$ cat src/rtl/fetch_stage_pkg.sv
// fetch_stage_pkg: shared constants and next-PC select encoding for the IF stage.
//   NOP_INSTR  bubble instruction (addi x0,x0,0)
//   RESET_PC   default first fetch address
//   pcsel_e    next-PC source, shared with hazard unit and trace monitor
package fetch_stage_pkg;

    localparam logic [31:0] NOP_INSTR = 32'h0000_0013;
    localparam logic [31:0] RESET_PC  = 32'h0000_0000;

    typedef enum logic [1:0] {
        PCSEL_SEQ  = 2'd0,
        PCSEL_JAL  = 2'd1,
        PCSEL_JALR = 2'd2,
        PCSEL_BR   = 2'd3
    } pcsel_e;

endpackage

$ cat src/rtl/fetch_stage_npc_gen.sv
// fetch_stage_npc_gen: combinational next-PC priority mux with word alignment.
//   pc_i                      current fetch PC
//   br_i/br_target_i          taken branch from EX (highest priority)
//   jalr_i/jalr_target_i      JALR from EX
//   jal_i/jal_target_i        JAL from ID
//   npc_o                     next PC, bits [1:0] forced to 00
//   sel_o                     selected source
module fetch_stage_npc_gen
    import fetch_stage_pkg::*;
#(
    parameter int XLEN = 32
) (
    input  logic [XLEN-1:0] pc_i,
    input  logic            br_i,
    input  logic [XLEN-1:0] br_target_i,
    input  logic            jalr_i,
    input  logic [XLEN-1:0] jalr_target_i,
    input  logic            jal_i,
    input  logic [XLEN-1:0] jal_target_i,
    output logic [XLEN-1:0] npc_o,
    output pcsel_e          sel_o
);

    logic [XLEN-1:0] raw;

    always_comb begin
        sel_o = br_i ? PCSEL_BR : jalr_i ? PCSEL_JALR : jal_i ? PCSEL_JAL : PCSEL_SEQ;
        raw   = br_i ? br_target_i : jalr_i ? jalr_target_i : jal_i ? jal_target_i : pc_i + XLEN'(4);
        // Masking both low bits also covers the JALR bit-0 clear.
        npc_o = raw & ~{{(XLEN-2){1'b0}}, 2'b11};
    end

endmodule

$ cat src/rtl/fetch_stage.sv
// fetch_stage: IF stage and IF/ID boundary for the 5-stage RV32I pipeline.
//   clk, rst_n                  clock, synchronous active-low reset
//   stall_f, stall_d, flush_d   hazard unit controls
//   br_e/jalr_e/jal_d + targets redirect requests
//   imem_addr, imem_rdata       synchronous BRAM (data one cycle after address)
//   pc_f, pc_d, npc_d           fetch PC, ID PC, ID PC + 4
//   instr_d, valid_d            ID instruction and real-instruction flag
//   op_d, fn3_d, fn7_d          decoder field slices of instr_d
module fetch_stage
    import fetch_stage_pkg::*;
#(
    parameter int              XLEN      = 32,
    parameter logic [XLEN-1:0] RESET_PC  = XLEN'(fetch_stage_pkg::RESET_PC),
    parameter logic [31:0]     NOP_INSTR = fetch_stage_pkg::NOP_INSTR
) (
    input  logic            clk,
    input  logic            rst_n,
    input  logic            stall_f,
    input  logic            stall_d,
    input  logic            flush_d,
    input  logic            br_e,
    input  logic [XLEN-1:0] br_target_e,
    input  logic            jalr_e,
    input  logic [XLEN-1:0] jalr_target_e,
    input  logic            jal_d,
    input  logic [XLEN-1:0] jal_target_d,
    output logic [XLEN-1:0] imem_addr,
    input  logic [31:0]     imem_rdata,
    output logic [XLEN-1:0] pc_f,
    output logic [XLEN-1:0] pc_d,
    output logic [XLEN-1:0] npc_d,
    output logic [31:0]     instr_d,
    output logic            valid_d,
    output logic [6:0]      op_d,
    output logic [2:0]      fn3_d,
    output logic [6:0]      fn7_d
);

    logic [XLEN-1:0] pc_f_q, pc_f_d, pc_d_q, pc_d_d, npc;
    logic            kill_q, kill_d, hold_valid_q, hold_valid_d;
    logic [31:0]     hold_q, hold_d, instr_sel;
    pcsel_e          sel;

    fetch_stage_npc_gen #(.XLEN(XLEN)) u_npc_gen (
        .pc_i          (pc_f_q),
        .br_i          (br_e),
        .br_target_i   (br_target_e),
        .jalr_i        (jalr_e),
        .jalr_target_i (jalr_target_e),
        .jal_i         (jal_d),
        .jal_target_i  (jal_target_d),
        .npc_o         (npc),
        .sel_o         (sel)
    );

    always_comb begin
        // The held word covers the BRAM output moving on while ID is stalled.
        instr_sel    = kill_q ? NOP_INSTR : hold_valid_q ? hold_q : imem_rdata;
        pc_f_d       = (sel != PCSEL_SEQ || !stall_f) ? npc : pc_f_q;
        pc_d_d       = pc_d_q;
        kill_d       = kill_q;
        hold_valid_d = hold_valid_q;
        hold_d       = hold_q;
        if (flush_d) begin
            kill_d       = 1'b1;
            hold_valid_d = 1'b0;
            pc_d_d       = pc_f_q;
        end else if (!stall_d) begin
            kill_d       = 1'b0;
            hold_valid_d = 1'b0;
            pc_d_d       = pc_f_q;
        end else if (!hold_valid_q) begin
            hold_d       = instr_sel;
            hold_valid_d = 1'b1;
        end
    end

    always_ff @(posedge clk) begin
        if (!rst_n) begin
            pc_f_q       <= RESET_PC;
            pc_d_q       <= '0;
            kill_q       <= 1'b1;
            hold_valid_q <= 1'b0;
            hold_q       <= '0;
        end else begin
            pc_f_q       <= pc_f_d;
            pc_d_q       <= pc_d_d;
            kill_q       <= kill_d;
            hold_valid_q <= hold_valid_d;
            hold_q       <= hold_d;
        end
    end

    assign imem_addr = pc_f_q;
    assign pc_f      = pc_f_q;
    assign pc_d      = pc_d_q;
    assign npc_d     = pc_d_q + XLEN'(4);
    assign instr_d   = instr_sel;
    assign valid_d   = ~kill_q;
    assign op_d      = instr_sel[6:0];
    assign fn3_d     = instr_sel[14:12];
    assign fn7_d     = instr_sel[31:25];

endmodule

$ cat config.mk
export PLATFORM = sky130hd
export DESIGN_NAME = fetch_stage
export DESIGN_NICKNAME = d
export VERILOG_FILES = /design/src/rtl/fetch_stage_pkg.sv /design/src/rtl/fetch_stage_npc_gen.sv /design/src/rtl/fetch_stage.sv
export SDC_FILE = /design/constraint.sdc
export NUM_CORES = 1
export LEC_CHECK = 0
export ABC_AREA = 0
export CORE_MARGIN = 4
export CORE_UTILIZATION = 41
export DETAILED_ROUTE_END_ITERATION = 10
export PLACE_DENSITY = 0.78
export SLEW_MARGIN = 0
export SYNTH_ARGS = -nofsm -noshare
export SYNTH_HDL_FRONTEND = slang
export SYNTH_SLANG_ARGS = --single-unit
$ cat constraint.sdc
create_clock -name clk -period 2.5 [get_ports clk]
set_clock_uncertainty 0.15 [all_clocks]
set_input_delay 0.375 -clock clk [delete_from_list [all_inputs] [get_ports clk]]
set_output_delay 0.375 -clock clk [all_outputs]
set_load 0.01 [all_outputs]
* Yosys cells after proc, flatten, opt, wreduce, memory -nomap -nowiden
Index checks and enable logic that the tools add are counted.
** Storage, ports and cells
- Memories :: 0
- Output and inout bits :: 178
- RAM bits :: 0
- ROM bits :: 0
- Word-level logic and storage cells :: 28
- Bits in latches :: 0
- Flip-flop bits (word level) :: 96
** Operators by class
- Div/mod/pow operators :: 0
- $mul :: 0
- Add/sub/neg operators :: 2
- Bitwise gates (word level) :: 4
- Magnitude comparators :: 0
- Equality and inequality tests :: 1
- Multiplexer cells :: 11
- Shifts and indexed selects :: 0
- Reductions and logical operators :: 5
** Operators by type and width (count)
- $mux W32 :: 7
- $add A32 B3 Y32 const B :: 2
- $mux W2 :: 2
- $not A1 Y1 :: 4
- $reduce_and A3 Y1 :: 1
- $mux W1 :: 2
- $ne A2 B1 Y1 const B :: 1
- $reduce_bool A2 Y1 :: 1
- $reduce_or A2 Y1 :: 1
- $logic_not A1 Y1 :: 1
- $logic_or A1 B1 Y1 :: 1

* Depth between registers and ports, before layout
Gate-level depths: netlist (run 1).
- Depth in word-level cells :: 5
- Depth in mapped cells :: 7
- Depth with buffers taken out :: 6

* Hierarchy
From an unflattened synthesis (run 1), not the netlist that was laid out.
** Second synthesis, totals
- Cells, all modules :: 853
- Area, all modules :: 6617.6 um^2
** By module, submodules not included
- fetch_stage :: cells each 598, area an instance 5054.8 um^2, instances 1
- fetch_stage_npc_gen :: cells each 255, area an instance 1562.7 um^2, instances 1

* Least setup slack after synthesis (run 1)
No wires, ideal clock.
- Kind :: register to output
- Start :: reg pc_d_q[2] (netlist: pc_d[2])
- End :: out npc_d[26]
- Setup slack :: 0.231 ns
- Arrival :: 1.744 ns
- Data required time :: 1.975 ns
- Cell stages (with the launch flop) :: 7
- Cells stage by stage :: dfxtp_1 ha_1 inv_1 nor4_2 nand2_1 nor2_1 xor2_1
** On the way
- Cells in the longest elaborated chain, start to end :: 1
** RTL lines
- start: declaration :: RTL line fetch_stage.sv:39 : logic [XLEN-1:0] pc_f_q, pc_f_d, pc_d_q, pc_d_d, npc;
- start signal: assignment :: RTL line fetch_stage.sv:87 : pc_d_q <= pc_d_d;
- $add A32 B3 Y32 :: RTL line fetch_stage.sv:97 : assign npc_d = pc_d_q + XLEN'(4);
- end: declaration :: RTL line fetch_stage.sv:31 : output logic [XLEN-1:0] npc_d,
No other way between the ends.

* Worst setup path in the final report (run 1)
- Start :: reg pc_d_q[7] (netlist: pc_d[7])
- End :: out npc_d[26]
The elaborated chain is that of the path after synthesis.

==> metrics, run 1 <==
vias per cell about 5.5; most numerous cell on the critical path buf_4; Post-synth ARST share 0%; routed vias 7,108; final setup vio count 0; WP data required 1980 ps; port bufs 299; Clock H-tree levels 3; Synth Register Bits between 90 and 100; gr ovfl total 0; Power Total 0.00441 W; Hold Fails Final Rpt 0; largest net degree at the start of global routing 44; Netlist Area Pre-Place 6170 um^2; Max clock buf depth 2; crit path time final 2470 ps; Placed Instances 1,265; Area growth syn-to-layout 58.2%; Hold Buf Count CTS 0; nets 1,236; top layer in use met4; HP Class reg2reg; initial antenna violation count 2; nature of the critical path endpoint primary output; routed len/inst 18.3 um; Syn Area/Cell 7.63 um^2; CTS Buf Count 9; antenna viol nets, final 0; CP max-delay cell dfxtp_2; Post-synth EDFFs 0; final core utilization 66.7%; P per Cell Area 451 nW/um^2; die area around 17,000 um^2; met3 routed WL 1.90 mm; sequence of cells on the critical path nand4_1, buf_4, nor4_2, buf_4, nand2_1, nor2_1, xor2_1, buf_2; total wire length 23.6 mm; setup_tns 0 ps; Final Slew Violations 0; proportion of layout cells with a drive suffix above 1 approximately an eighth; TritonCTS clock tree done; Crit path arrival time 1940 ps; Synth Warn # 0; Netlist cell types 56; clock latency on the worst-skew pair roughly 350 ps; Die Wd 131 um; Non-Filler Instances approximately 1,300; CORE AREA 14,600 um^2; Rows 44; Initial DRC Count between 700 and 800; most frequent cells in the layout 277 x clkdlybuf4s50_1, 106 x nor2_1, 98 x nand2_1, 83 x dfxtp_1, 75 x buf_4; io pins 314; CTS sink cnt 94; Slew headroom around 53%; met1 WL around 9.8 mm; actual slew at the worst max-slew pin 702 ps; status completed; placed cell areas 9410 um^2; fin area ~9800 um^2; post-DP HPWL around 18 mm; worst path bufs/invs 3; fillcell total 1,231; CP max FO 6; vias in the first global route 6,611; fmax 405 MHz; total track usage a little over a quarter; routed wire length on met2 between 10 and 15 mm; Leakage 3.90 nW; post-synthesis sequential area ratio 30.5%; routability cong. between 0.9 and 1; Die Y 131 um; critical path class reg2out; DR DRC count 0; Worst Setup Start Kind flip-flop; cell family with most CP delay simple AND/OR/NAND/NOR gates; Detailed Routing Iterations Pass 1 6; Initial Utilization 42.1%; synthesized instance count 809; clock root cell clkbuf_16; top_reg_cell synth dfxtp_1; Max Cap Viol 0; most common cell after layout, fill and taps aside clkdlybuf4s50_1; first-pass GRT wire length approximately 35 mm; VDD IR max 0.366 mV; Crit path largest cell delay 340 ps; RSZ-0062 raised after global routing true; Reg clk slew, reported paths 70 ps; fin crit share 98.8%
[through the flow]
stage / setup WS (ps) / hold WS [ps]
floorplan: 231 / 304
global placement: 47.0 / 317
detailed placement: 24.4 / 324
CTS: -102 / 332
global route: -61.1 / 355
finish: 30.5 / 335
[cell type report]
cell class	instances	area (um^2)	area share [%]
inverters	20	75.1	0.769
flip-flops and latches	94	1900	19.4
well taps	184	230	2.36
clock buffers	9	225	2.31
diodes	2	5.00	0.0512
repair buffers	380	3580	36.7
multi-input cells	593	3650	37.4
clock inverters	7	96.3	0.987
[worst paths after layout]
check                                                from                    endpoint  slack, ps  depth (start not counted)
worst max register to register  imem_addr[6]$_SDFFE_PN0P_  imem_addr[13]$_SDFFE_PN0P_        230                          5
worst max-delay path                 pc_d[7]$_SDFFE_PN0P_                   npc_d[26]         30                          8
worst min-delay path                pc_d[26]$_SDFFE_PN0P_       pc_d[26]$_SDFFE_PN0P_        340                          2
worst min register to register      pc_d[26]$_SDFFE_PN0P_       pc_d[26]$_SDFFE_PN0P_        340                          2
[power by group]
| group | internal, W | leakage [nW] | switching (W) |
|---|---|---|---|
| registers | 0.00158 | 0.775 | 0.0000908 |
| logic | 0.000668 | 2.96 | 0.000562 |
| clock network | 0.000881 | 0.160 | 0.000631 |
| total | 0.00312 | 3.90 | 0.00128 |
[registers in the layout (all words and copies together), names as in the netlist]
register,flops
kill_q,1
hold_valid_q,1
hold_q,32
imem_addr,30
pc_d,30
[worst register-to-register path: stages (launching register included)]
cell and delay [ps]:
dfxtp_1 570, nand3_1 200, or3_4 460, or4_1 480, a32oi_1 230, nor2_1 70
[cells by family (layout without fill, tap and decap cells)]
logic type | count (synthesis) | in the layout | share of synthesized area [%]
and+or+nand+nor | 314 | 314 | 24.5
muxes | 68 | 68 | 11.0
xor gates and xnor gates | 38 | 38 | 5.39
other | 1 | 10 | 0.0608
DFF | 94 | 94 | 30.5
adders and majority gates | 2 | 2 | 0.405
buffers and inverters | 129 | 416 | 11.4
AOI/OAI and AO/OA | 163 | 163 | 16.7
[metal layers]
metal | up-vias | GRT usage [%]
met1 | 3283 | 35.9
met3 | 54 | 4.02
met2 | 388 | 41.2
li1 | 3383 | -
met4 | 0 | 12.5
met5 | - | 0
[cells in the mapped netlist (all sizes together), types with 2 or more instances]
master	number	area [um^2]
inv	20	75.1
and4	8	70.1
o211ai	6	45.0
a22oi	2	15.0
nand2b	6	37.5
buf	73	495
o41ai	3	26.3
ha	2	25.0
a211o	2	17.5
o221ai	8	70.1
or3	5	36.3
or2	3	18.8
a311oi	2	17.5
a31oi	4	25.0
nor3	8	40.0
nand2	99	372
dfxtp	94	1880
a222oi	2	20.0
clkbuf	36	135
a21oi	62	310
a221oi	12	105
nand4b	3	26.3
o31a	3	26.3
xnor2	24	210
nand4	16	121
nand3	29	150
nor4	9	103
o21ai	29	145
o22ai	12	75.1
a211oi	6	45.0
nor3b	2	15.0
mux2i	68	681
and3	7	43.8
nor2	109	409
nor2b	5	31.3
xor2	14	123
a32oi	2	17.5
a2111oi	2	17.5
or4	5	37.5
[repair_timing]
action,4_1_cts,5_1_grt
gates resized for setup,56,22
endpoints found under the setup margin,23,15
setup buffers,3,3
pin swaps,3,7
hold endpoints to repair,0,0
Power figures use the tool's default switching activity.
==> run 2, diff against run 1 <==
--- a/config.mk
+++ b/config.mk
@@ -6,6 +6,7 @@
 export NUM_CORES = 1
 export LEC_CHECK = 0
 export ABC_AREA = 0
+export CORE_ASPECT_RATIO = 1.1
 export CORE_MARGIN = 4
 export CORE_UTILIZATION = 41
 export DETAILED_ROUTE_END_ITERATION = 10
==> run 2 against run 1 <==
Effect of this change: sequential cell count unchanged; global-route usage about the same; final area increased by 0.29%; largest power group unchanged; highest routed layer unchanged.
==> metrics, run 2 (synthesis gave the netlist of run 1 again) <==
sequence of cells on the critical path nand4_1, buf_4, nor4_4, buf_4, buf_6, nand4_1, xnor2_1, buf_2; hold path depth 2; WP data required around 2000 ps; Area growth syn-to-layout 58.7%; initial antenna violation count 0; Max Cap Viol 0; vias in the first global route 6,832; total wire length between 20 and 25 mm; fmax 408 MHz; routed vias slightly above 7,000; Setup WS post-layout 51.8 ps; FF-to-FF setup slack between 200 and 300 ps; Reg power frac roughly two fifths; Int Pwr 0.00294 W; CORE AREA 14,600 um^2; critical path class reg2out; crit path time final roughly 2400 ps; first-pass GRT wire length ~37 mm; cell family with most CP delay buffers and inverters; total track usage 26.5%; critical register-to-register path endpoint imem_addr[30]$_SDFFE_PN0P_; Clock power frac 30.9%; TritonCTS clock tree done; Initial Utilization 42.2%; worst slack, placed -49.5 ps; most common cell after layout, fill and taps aside clkdlybuf4s50_1; Rows 46; diode count 0; Final Slew Violations 0; Crit path arrival time around 1900 ps; Die Wd 125 um; port bufs 299; nature of the critical path endpoint primary output; Worst Setup Start Kind flip-flop; fin crit share 97.9%; routability cong. between 0.9 and 1; Hold Buf Count CTS 0; Detailed Routing Iterations Pass 1 5; die area 17,100 um^2; proportion of layout cells with a drive suffix above 1 13.7%; r2r startpoint imem_addr[2]$_SDFFE_PN0P_; CP max FO 3; hold_ws 338 ps; fin area 9790 um^2; actual slew at the worst max-slew pin 609 ps; status completed; P per Cell Area 428 nW/um^2; Die Y 137 um; Largest Register hold_q; vias per cell 5.42; Clock H-tree levels 3; Initial DRC Count 555; max FFs per register 32; final setup vio count 0; clock root cell clkbuf_16; RSZ-0062 raised after global routing true; post-DP HPWL ~18 mm; Reg clk slew, reported paths approximately 70 ps; Slew headroom between 50% and 60%; clock latency on the worst-skew pair 340 ps; antenna viol nets, final 0; HP Class reg2reg; DR DRC count 0; most frequent cells in the layout 274 x clkdlybuf4s50_1, 101 x nor2_1, 98 x nand2_1, 85 x dfxtp_1, 80 x buf_4; CP max-delay cell dfxtp_2; nets 1,242; CTS Buf Count 9; gr ovfl total 0; Power Total ~0.0042 W; placed cell areas 9440 um^2; hold_sp hold_q[0]$_SDFFE_PN0P_; io pins 314; routed len/inst 18.3 um; FF-to-FF path depth 6; VDD IR max between 0.3 and 0.4 mV; hold endpoint hold_q[0]$_SDFFE_PN0P_; Comb pwr share 29.4%; CTS sink cnt 94; largest net degree at the start of global routing 72; Switching Fraction between 20% and 30%; Hold Fails Final Rpt 0; worst path bufs/invs 4; Leakage 3.93 nW; Crit path largest cell delay 330 ps; Psw 0.00125 W; Max clock buf depth 2
[run 2: cell types whose count changed in the layout (fill, tap and decap cells not counted), sizes merged]
cell,before,now
clkinv,4,6
bufinv,2,0
clkbuf,14,13
buf,89,98
clkdlybuf4s50,277,274
dlymetal6s2s,0,2
inv,21,20
diode,2,0
[run 2: worst max-delay path by stage]
stage | startpoint | endpoint | depth (start not counted)
after global routing | pc_d[6]$_SDFFE_PN0P_ | npc_d[27] | 8
final | pc_d[11]$_SDFFE_PN0P_ | npc_d[25] | 8
after floorplan | pc_d[2]$_SDFFE_PN0P_ | npc_d[26] | 6
after detailed placement | pc_d[3]$_SDFFE_PN0P_ | npc_d[27] | 7
after global placement | pc_d[3]$_SDFFE_PN0P_ | npc_d[25] | 7
after CTS | pc_d[15]$_SDFFE_PN0P_ | npc_d[27] | 7
[run 2: metal layers]
metal	global-route usage [%]	up-vias	wire length [um]	part of all wire [%]
met5	0	-	0	0
met4	8.01	0	608	2.6
met3	6.60	42	2100	8.8
met2	46.9	387	11800	50
met1	31.7	3237	9250	39
li1	-	3389	-	-
[run 2: final cells by class]
type / count / area (um^2)
sequential: 94 / 1900
inverter: 20 / 75.1
multi-input combinational: 593 / 3670
tap: 192 / 240
timing repair buffer: 386 / 3630
clock buffer: 10 / 239
fill: 1294 / 4820
clock inverter: 6 / 37.5
[run 2: what timing repair did]
item | CTS | global route
buffers inserted | 6 | 4
pin swaps | 4 | 13
endpoints found under the setup margin | 33 | 29
cloned | 0 | 0
gates resized for setup | 56 | 39
[run 2: power groups by stage]
stage	clock, W	sequential [W]	combinational [W]
2_1_floorplan	0	0.00173	0.000512
3_3_place_gp	0	0.00170	0.00123
3_5_place_dp	0	0.00170	0.00124
4_1_cts	0.00131	0.00166	0.00123
5_1_grt	0.00139	0.00168	0.00132
6_report	0.00129	0.00167	0.00123
[run 2: tightest hold or removal path, stage by stage (launching register included)]
cell	delay (ps)
dfxtp_1	330
a21oi_1	60
nor2_1	70
[run 2: stage by stage]
step | instances | setup TNS (ps) | utilization [%]
finish | 1301 | 0 | 67.0
global route | 1301 | -567 | 67.0
CTS | 1297 | -134 | 66.6
detailed placement | 1275 | -213 | 64.5
global placement | 1275 | -123 | 64.5
floorplan | 816 | 0 | -
